<file path="config.mk">
export PLATFORM = sky130hd
export DESIGN_NAME = spi_port_flat
export DESIGN_NICKNAME = d
export VERILOG_FILES = /design/src/rtl/spi_port_pkg.sv /design/src/rtl/spi_port_if.sv /design/src/rtl/sync_fifo.sv /design/src/rtl/spi_port.sv /design/src/flat_wrapper.sv
export SDC_FILE = /design/constraint.sdc
export NUM_CORES = 1
export LEC_CHECK = 0
export CORE_MARGIN = 8
export CORE_UTILIZATION = 54
export DETAILED_ROUTE_END_ITERATION = 7
export PLACE_DENSITY_LB_ADDON = 0.25
export REMOVE_ABC_BUFFERS = 1
export SLEW_MARGIN = 20
export SYNTH_ARGS = -nofsm -noshare
export SYNTH_HDL_FRONTEND = slang
export SYNTH_SLANG_ARGS = --single-unit
</file>
<file path="constraint.sdc">
create_clock -name wb_clk_i -period 1.85 [get_ports wb_clk_i]
set_input_delay 0.37 -clock wb_clk_i [delete_from_list [all_inputs] [get_ports wb_clk_i]]
set_output_delay 0.37 -clock wb_clk_i [all_outputs]
set_load 0.005 [all_outputs]
</file>
<file path="src/rtl/spi_port_pkg.sv">
// spi_port_pkg: register map, bit indices and engine states shared by the SPI port.
package spi_port_pkg;
  localparam logic [2:0] ADDR_DATA = 3'd0;
  localparam logic [2:0] ADDR_STATUS = 3'd1;
  localparam logic [2:0] ADDR_CTRL = 3'd2;
  localparam logic [2:0] ADDR_DIV = 3'd3;
  localparam int ST_BUSY = 0;
  localparam int ST_TX_FULL = 1;
  localparam int ST_TX_EMPTY = 2;
  localparam int ST_RX_AVAIL = 3;
  localparam int ST_RX_FULL = 4;
  localparam int ST_OVERRUN = 5;
  localparam int CTRL_CPOL = 0;
  localparam int CTRL_CPHA = 1;
  localparam int CTRL_CS = 2;
  localparam int CTRL_IRQ_TX = 3;
  localparam int CTRL_IRQ_RX = 4;
  localparam int CTRL_CLR_OVR = 7;
  localparam int FIFO_DEPTH_DEF = 4;
  typedef enum logic [1:0] {IDLE, XFER, DONE} state_t;
endpackage

</file>
<file path="src/rtl/spi_port_if.sv">
// spi_port_if: peripheral bus between the CPU core (master) and the SPI port (slave).
interface spi_port_if;
  logic bus_cyc;
  logic bus_we;
  logic [2:0] addr;
  logic [7:0] data_in;
  logic [7:0] data_out;
  logic irq4;
  modport master(output bus_cyc, bus_we, addr, data_in, input data_out, irq4);
  modport slave(input bus_cyc, bus_we, addr, data_in, output data_out, irq4);
endinterface

</file>
<file path="src/rtl/sync_fifo.sv">
// sync_fifo: single-clock FIFO; push while full and pop while empty are ignored.
module sync_fifo #(
  parameter int WIDTH = 8,
  parameter int DEPTH = 4
) (
  input  logic clk,
  input  logic rst,
  input  logic push,
  input  logic pop,
  input  logic [WIDTH-1:0] din,
  output logic full,
  output logic empty,
  output logic [WIDTH-1:0] head
);
  localparam int AW = $clog2(DEPTH);
  localparam logic [AW:0] ONE = 1;
  logic [WIDTH-1:0] mem [DEPTH];
  logic [AW:0] wp, rp;
  assign empty = wp == rp;
  assign full = (wp[AW] != rp[AW]) && (wp[AW-1:0] == rp[AW-1:0]);
  assign head = mem[rp[AW-1:0]];
  always_ff @(posedge clk) begin
    if (rst) begin
      wp <= '0;
      rp <= '0;
    end else begin
      if (push && !full) begin
        mem[wp[AW-1:0]] <= din;
        wp <= wp + ONE;
      end
      if (pop && !empty) rp <= rp + ONE;
    end
  end
endmodule

</file>
<file path="src/rtl/spi_port.sv">
// spi_port: byte-oriented SPI master on the core peripheral bus with TX/RX FIFOs and irq4.
module spi_port
  import spi_port_pkg::*;
#(
  parameter int FIFO_DEPTH = FIFO_DEPTH_DEF,
  parameter logic [7:0] DIV_RESET = 8'h03
) (
  input  logic wb_clk_i,
  input  logic rst,
  spi_port_if.slave bus,
  output logic spi_sck,
  output logic spi_mosi,
  input  logic spi_miso,
  output logic spi_cs_n
);
  state_t state;
  logic [4:0] ctrl;
  logic [7:0] div, div_w, div_cnt, sh, rx_sr, tx_head, rx_head, status;
  logic [3:0] edge_cnt;
  logic cpha_w, overrun, irq, tx_full, tx_empty, rx_full, rx_empty;
  logic wr, rd, busy, term, drive;
  assign wr = bus.bus_cyc & bus.bus_we;
  assign rd = bus.bus_cyc & ~bus.bus_we;
  assign busy = state != IDLE || !tx_empty;
  assign term = div_cnt == div_w;
  assign drive = edge_cnt[0] ^ cpha_w;
  assign spi_cs_n = ~ctrl[CTRL_CS];
  assign bus.irq4 = irq;
  sync_fifo #(.WIDTH(8), .DEPTH(FIFO_DEPTH)) u_tx (
    .clk(wb_clk_i), .rst(rst), .push(wr && bus.addr == ADDR_DATA), .pop(state == IDLE),
    .din(bus.data_in), .full(tx_full), .empty(tx_empty), .head(tx_head)
  );
  sync_fifo #(.WIDTH(8), .DEPTH(FIFO_DEPTH)) u_rx (
    .clk(wb_clk_i), .rst(rst), .push(state == DONE && !rx_full), .pop(rd && bus.addr == ADDR_DATA),
    .din(rx_sr), .full(rx_full), .empty(rx_empty), .head(rx_head)
  );
  always_comb begin
    status = '0;
    status[ST_BUSY] = busy;
    status[ST_TX_FULL] = tx_full;
    status[ST_TX_EMPTY] = tx_empty;
    status[ST_RX_AVAIL] = !rx_empty;
    status[ST_RX_FULL] = rx_full;
    status[ST_OVERRUN] = overrun;
    bus.data_out = bus.addr == ADDR_DATA ? (rx_empty ? 8'h00 : rx_head) :
                   bus.addr == ADDR_STATUS ? status :
                   bus.addr == ADDR_CTRL ? {3'b000, ctrl} :
                   bus.addr == ADDR_DIV ? div : 8'h00;
  end
  always_ff @(posedge wb_clk_i) begin
    if (rst) begin
      state <= IDLE;
      ctrl <= '0;
      div <= DIV_RESET;
      div_w <= '0;
      div_cnt <= '0;
      edge_cnt <= '0;
      sh <= '0;
      rx_sr <= '0;
      cpha_w <= 1'b0;
      overrun <= 1'b0;
      irq <= 1'b0;
      spi_sck <= 1'b0;
      spi_mosi <= 1'b0;
    end else begin
      if (wr && bus.addr == ADDR_CTRL) ctrl <= bus.data_in[4:0];
      if (wr && bus.addr == ADDR_DIV) div <= bus.data_in;
      if (state == DONE && rx_full) overrun <= 1'b1;
      else if (wr && bus.addr == ADDR_CTRL && bus.data_in[CTRL_CLR_OVR]) overrun <= 1'b0;
      irq <= (ctrl[CTRL_IRQ_TX] & tx_empty & ~busy) | (ctrl[CTRL_IRQ_RX] & ~rx_empty);
      case (state)
        IDLE: begin
          spi_sck <= ctrl[CTRL_CPOL];
          if (!tx_empty) begin
            // sh holds the next bit to drive in [7]; cpha=0 puts the MSB out at load
            state <= XFER;
            div_w <= div;
            cpha_w <= ctrl[CTRL_CPHA];
            div_cnt <= '0;
            edge_cnt <= '0;
            sh <= ctrl[CTRL_CPHA] ? tx_head : {tx_head[6:0], 1'b0};
            spi_mosi <= ctrl[CTRL_CPHA] ? spi_mosi : tx_head[7];
          end
        end
        XFER: begin
          div_cnt <= term ? 8'd0 : div_cnt + 8'd1;
          if (term) begin
            spi_sck <= ~spi_sck;
            edge_cnt <= edge_cnt + 4'd1;
            if (drive) begin
              spi_mosi <= sh[7];
              sh <= {sh[6:0], 1'b0};
            end else rx_sr <= {rx_sr[6:0], spi_miso};
            if (edge_cnt == 4'd15) state <= DONE;
          end
        end
        default: state <= IDLE;
      endcase
    end
  end
endmodule

</file>
<file path="src/flat_wrapper.sv">
// flat-port wrapper written by rule: the top's interface ports become plain ports
module spi_port_flat import spi_port_pkg::*;
#(
  parameter int FIFO_DEPTH = FIFO_DEPTH_DEF,
  parameter logic [7:0] DIV_RESET = 8'h03
)
  (wb_clk_i, rst, spi_sck, spi_mosi, spi_miso, spi_cs_n, bus_bus_cyc, bus_bus_we, bus_addr, bus_data_in, bus_data_out, bus_irq4);
  spi_port_if bus_i ();
  input  logic wb_clk_i;
  input  logic rst;
  output logic spi_sck;
  output logic spi_mosi;
  input  logic spi_miso;
  output logic spi_cs_n;
  input wire logic [$bits(bus_i.bus_cyc)-1:0] bus_bus_cyc;
  input wire logic [$bits(bus_i.bus_we)-1:0] bus_bus_we;
  input wire logic [$bits(bus_i.addr)-1:0] bus_addr;
  input wire logic [$bits(bus_i.data_in)-1:0] bus_data_in;
  output wire logic [$bits(bus_i.data_out)-1:0] bus_data_out;
  output wire logic [$bits(bus_i.irq4)-1:0] bus_irq4;
  assign bus_i.bus_cyc = bus_bus_cyc;
  assign bus_i.bus_we = bus_bus_we;
  assign bus_i.addr = bus_addr;
  assign bus_i.data_in = bus_data_in;
  assign bus_data_out = bus_i.data_out;
  assign bus_irq4 = bus_i.irq4;
  spi_port #(.FIFO_DEPTH(FIFO_DEPTH), .DIV_RESET(DIV_RESET)) u_core (.wb_clk_i(wb_clk_i), .rst(rst), .bus(bus_i), .spi_sck(spi_sck), .spi_mosi(spi_mosi), .spi_miso(spi_miso), .spi_cs_n(spi_cs_n));
endmodule
</file>
[Word level (Yosys, flattened, before mapping)]
Memory sizes are Yosys's and may differ from the RTL's. A register that Yosys moved wholly into a read port is not among the register bits.
Index checks and enable logic that the tools add are counted.
Word-level totals
  bits of input ports: 16
  logic and storage cells: 127
  RAM bits: 64
  register bits: 68
  ROM bits: 0
  memories: 2
  latch bits: 0
Memory list
  u_core.u_rx.mem: depth 4, width 8, read ports 1, clocked after memory_dff 1, write ports 1, line sync_fifo.sv:17  | logic [WIDTH-1:0] mem [DEPTH];
  u_core.u_tx.mem: depth 4, width 8, read ports 1, clocked after memory_dff 1, write ports 1, line sync_fifo.sv:17
Operators by class
  shifts and indexed selects: 0
  add/subtract/negate cells: 6
  equality and inequality tests: 18
  multipliers: 0
  muxes and demuxes: 39
  order comparisons: 0
  bitwise logic cells: 14
  divide/modulo/power cells: 0
  reductions and logical operators: 31
Operators by type and width (count)
  2-to-1 mux 8 bit: 11
  one-hot mux 8 bit (2 select lines): 2
  2-to-1 mux 2 bit: 7
  logical AND 1 bit: 13
  2-to-1 mux 1 bit: 13
  adder 3 x 1 -> 3 bit, second input constant: 4
  AND reduction 3 bit: 3
  adder 8 x 1 -> 8 bit, second input constant: 1
  equality test 8 bit: 1
  2-to-1 mux 4 bit: 2
  one-hot mux 4 bit (2 select lines): 1
  inverter 1 bit: 7
  equality test 3 x 2 -> 1 bit, second input constant: 2
  equality test 3 bit: 2
  inequality test 2 x 1 -> 1 bit, second input constant: 3
  AND reduction 2 bit: 3
  nonzero test 2 bit: 3
  bitwise AND 1 bit: 5
  AND reduction 5 bit: 1
  adder 4 x 1 -> 4 bit, second input constant: 1
  equality test 2 bit: 2
  equality test 4 bit, second input constant: 1
  logical NOT 1 bit: 4
  inequality test 2 bit, second input constant: 2
  other kinds (12): 14

[Longest topological paths before layout]
  word-level depth: 8
  gate-level depth with buffers: 6
  depth with buffers taken out: 6

[Hierarchy]
A second synthesis with hierarchy kept.
Second synthesis, totals
  cell total of the unflattened synthesis: 548
  area, all modules: 6253.5 um2
By module, submodules not included
  sync_fifo: area an instance 1756.7 um2, instances 2, cells an instance 112, sequential area each 1121.1 um2
  spi_port: area an instance 2740.1 um2, instances 1, cells an instance 324, sequential area each 1121.1 um2

[Least setup slack after synthesis]
No wires, ideal clock.
  path type: input-to-reg
  from: in bus_addr[0]
  to: mem u_core.u_tx.mem[3][0], enable pin
  required time: 1.518 ns
  cell stages on the path: 4
  arrival time: 1.457 ns
  setup slack: 0.061 ns
  path through: nand4bb_1 a311oi_2 nor2b_1 and2_1
Between the ends
  longest elaborated chain between the ends: 6
Ends and longest elaborated chain
  start, declared: line flat_wrapper.sv:17  | input wire logic [$bits(bus_i.addr)-1:0] bus_addr;
  logical NOT 3 bit: line spi_port.sv:30  | .clk(wb_clk_i), .rst(rst), .push(wr && bus.addr == ADDR_DATA), .pop(state == IDLE),
  logical AND 1 bit: line spi_port.sv:30
  logical AND 1 bit: line sync_fifo.sv:27  | if (push && !full) begin
  2-to-1 mux 1 bit: line sync_fifo.sv:27
  2-to-1 mux 1 bit: line sync_fifo.sv:23  | if (rst) begin
  2-to-1 mux 1 bit (not written as such): line sync_fifo.sv:28  | mem[wp[AW-1:0]] <= din;
  end, declared: line sync_fifo.sv:17
Every way passes these cells.

==> results by group <==
Placement
  • Count of input and output buffers: 27
  • Final HPWL from detailed placement: 10.3 mm
  • Weighted congestion at the end of routability-driven global placement: 0.956
  • Inst Count DP: 734
  • Total cell area at the placement stage: 0.00712 sq mm

Clock tree
  • Total number of clock tree sinks: 136
  • Clock tree from TritonCTS: yes
  • Num CTS Buffers: 17
  • Number of buffers inserted by hold repair at cts: 0
  • Worst-skew pair later-pin latency: 0.52 ns
  • Root cell of the clock tree: clkbuf_8
  • Htree depth: 4
  • Maximum count of clock buffers along a single path: 2
  • Clock-pin slew on the worst setup and hold paths: 0.06 ns

GRT
  • Wire length of the first global-routing pass: 22.9 mm
  • Total routing resource utilization after global routing: 20.3%
  • Maximum number of pins on one net before global-route repair: 31
  • Overall overflow remaining after global route: 0
  • Vias in the first global route: 4377
  • Antenna violations before repair: 0

Routing
  • Count of antenna-violating nets left after detailed routing: 0
  • Via Count: 4379
  • Detailed-route wire length: 14.8 mm
  • Number of design rule violations left after detail routing: 0
  • Total iterations of the first detailed-routing run: 5
  • Wire length per cell after detailed routing: 19.3 um
  • Via-to-Cell Ratio: 5.72
  • Number of DRC markers in iteration 0: 401

Yosys
  • Instance count of the mapped netlist: 504
  • Sequential share of the synthesized area: 55.5%
  • Average cell area after synthesis: 12.0 sq um
  • Cell types occupying the most area after synthesis: edfxtp_1 32%, dfxtp_1 24%, mux2i_1 7.9%
  • Fraction of post-synthesis cell area in the top cell type by area: 31.7%
  • Post-synthesis sequential element count: 136
  • Yosys top cell by area: edfxtp_1
  • Dominant register cell in the synthesized netlist: dfxtp_1
  • Fraction of registers with async set or reset after synthesis: 0%
  • Yosys warning count: 0
  • Number of distinct library cell variants in the gate-level netlist after synthesis: 65
  • Netlist area before placement: 0.00606 sq mm
  • EDFF count, synth: 64

Setup path
  • Nature of the critical path endpoint: output pin
  • Worst reg-to-reg setup slack: 0.03 ns
  • Reg2reg start: u_core.u_rx.wp[0]$_SDFFE_PP0P_
  • Worst setup path class: register to output pin
  • Count of cells along the worst register-to-register path: 7
  • Critical path data arrival time: 1.98 ns
  • Worst r2r dst: u_core.u_rx.rp[0]$_SDFFE_PP0P_
  • Worst-path maximum fanout: 3
  • Required time of the critical path: 1.48 ns
  • Kind of start point of the critical path: register

Min path
  • Min-Delay Path Class: input pin to register
  • Number of cells on the worst hold path: 2
  • Launch point of the worst hold path: rst

Cells and area
  • Area added between synthesis and finish: 29.9%
  • Number of antenna cells inserted: 0
  • FILL cells: 730
  • Layout Cell Area excl Fill: 0.00787 sq mm
  • Share of layout cells above drive strength 1: 32.6%
  • Nets@finish: 640
  • Final non-filler cell total: 765

Die
  • Effective utilization at floorplan: 55.7%
  • Num ports: 28
  • Core Box Area: 0.0109 sq mm
  • Die Footprint: 0.0149 sq mm
  • Die Width: 122 um
  • Die Height: 122 um
  • Std-Cell Rows: 38

Job
  • # Max-Cap Violations: 0

Timing
  • RSZ-0062 raised after global routing: true
  • Final number of setup-violating endpoints: 8
  • Rel. slew slack: 69.0%
  • Hold violation count in the final report: 0
  • Final number of max-transition violations: 0
  • Hold slack: 0.261 ns
  • Fraction of the cycle the final worst path needs: 127%
  • Slew at the pin closest to its max-slew limit: 0.463 ns
  • Maximum frequency from static timing analysis: 0.426 GHz
  • Clock skew after layout: 0.00832 ns
  • Final worst-path setup slack: -0.499 ns
  • Shortest period the worst path allows: 2.35 ns

Pwr
  • Leakage Power: 3.16 nW
  • Peak supply drop: 0.850 mV
  • P per Cell Area: 1030 mW/mm^2
  • Overall Power: 0.00812 W

Outcome
  • Violations in the final reports: negative setup slack
  • Run status: finished, violations left
[per-stage QoR]
stage / utilization [%] / worst slack, ns / setup TNS, ns
3_5_place_dp: 65.4 / -0.732 / -31.51
3_3_place_gp: 65.4 / -0.669 / -27.66
2_1_floorplan: - / -0.296 / -1.36
4_1_cts: 71.5 / -0.503 / -3.49
5_1_grt: 72.3 / -0.601 / -4.73
6_report: 72.3 / -0.499 / -3.37
[layer usage]
metal  global-route usage, %  wire length, um
met5                       0                0
met2                    32.8             7350
met3                    5.18              727
met4                    6.17              148
met1                    26.3             6550
[cells by family (layout without fill, tap and decap cells)]
family                     Yosys count  after routing  synth area share, %
buffers and inverters               38            159                 2.68
AOI/OAI and AO/OA                   65             65                 8.05
muxes                               68             68                 13.8
DFF                                136            136                 55.5
xor gates and xnor gates            28             28                 4.17
and+or+nand+nor                    157            157                 13.3
adders and majority gates           12             12                 2.48
[layout make-up]
cell class	instances	area, sq um	area share (%)
flip-flops and latches	136	3380	43.0
inverters	17	63.8	0.810
repair buffers	110	950	12.1
well taps	140	175	2.22
multi-input cells	330	2740	34.8
clock inverters	10	63.8	0.810
clock buffers	22	495	6.29
[where the power goes]
part	internal (W)	switching, W
combinational	0.000773	0.000838
sequential	0.00327	0.000123
clock	0.00187	0.00124
[layout by cell type (no fill, tap or decap), types with 5 or more instances in the layout]
cell type,synthesis,layout
a21oi_1,20,20
and2_4,1,9
buf_2,4,8
buf_4,2,65
buf_6,1,16
clkbuf_16,0,18
clkdlybuf4s50_1,0,16
dfxtp_1,72,61
dfxtp_2,0,8
edfxtp_1,64,64
ha_1,12,12
inv_1,16,12
inv_2,1,5
mux2_2,7,7
mux2i_1,48,48
mux4_2,11,11
nand2_1,9,9
nand2b_1,9,8
nand3_1,8,8
nand4_1,5,5
nor2_1,72,71
nor2b_1,6,5
nor3_1,12,7
o21ai_0,7,7
o21bai_1,5,5
xnor2_1,18,14
xor2_1,9,5
[what timing repair did]
| item | 4_1_cts | 5_1_grt |
|---|---|---|
| endpoints found under the setup margin | 75 | 82 |
| gates resized for setup | 72 | 32 |
| buffers inserted | 1 | 2 |
| pin swaps | 12 | 11 |
[registers in the layout (all words and copies together), names as in the netlist, 4 cells and up, named ones only]
name,count
u_core.div_w,8
u_core.sh,8
u_core.edge_cnt,4
u_core.div_cnt,8
u_core.ctrl,5
u_core.u_tx.mem,32
u_core.u_rx.mem,32
u_core.rx_sr,8
u_core.div,8
[cell usage after synthesis (3+ instances only)]
library cell and count:
a211o_1 4, a21oi_1 20, a221o_1 4, a31oi_1 4
and2_1 8, and3_1 3, buf_2 4, clkbuf_1 13
dfxtp_1 72, edfxtp_1 64, ha_1 12, inv_1 16
mux2_2 7, mux2i_1 48, mux4_2 11, nand2_1 9
nand2b_1 9, nand3_1 8, nand4_1 5, nor2_1 72
nor2b_1 6, nor3_1 12, nor3b_1 4, o21ai_0 7
o21bai_1 5, o22ai_1 3, xnor2_1 18, xor2_1 9
[worst max-delay path by stage]
stage                                   startpoint                        end  cells past startpoint  slack [ns]
floorplan           u_core.u_tx.wp[2]$_SDFFE_PP0P_  u_core.sh[2]$_SDFFE_PP0P_                      4       -0.30
global placement                       bus_addr[0]            bus_data_out[1]                      6       -0.67
detailed placement                     bus_addr[0]            bus_data_out[7]                      6       -0.73
CTS                                       register            bus_data_out[7]                      5       -0.50
global route                              register            bus_data_out[7]                      5       -0.60
finish                                    register            bus_data_out[7]                      5       -0.50
[critical path, cell delays in order (launching register included)]
cell and delay, ns:
dfxtp_4 0.37, buf_6 0.12, mux4_2 0.53, a32oi_1 0.19
nor2_1 0.11, buf_2 0.14
No activity file was read; power rests on OpenSTA's default activity.
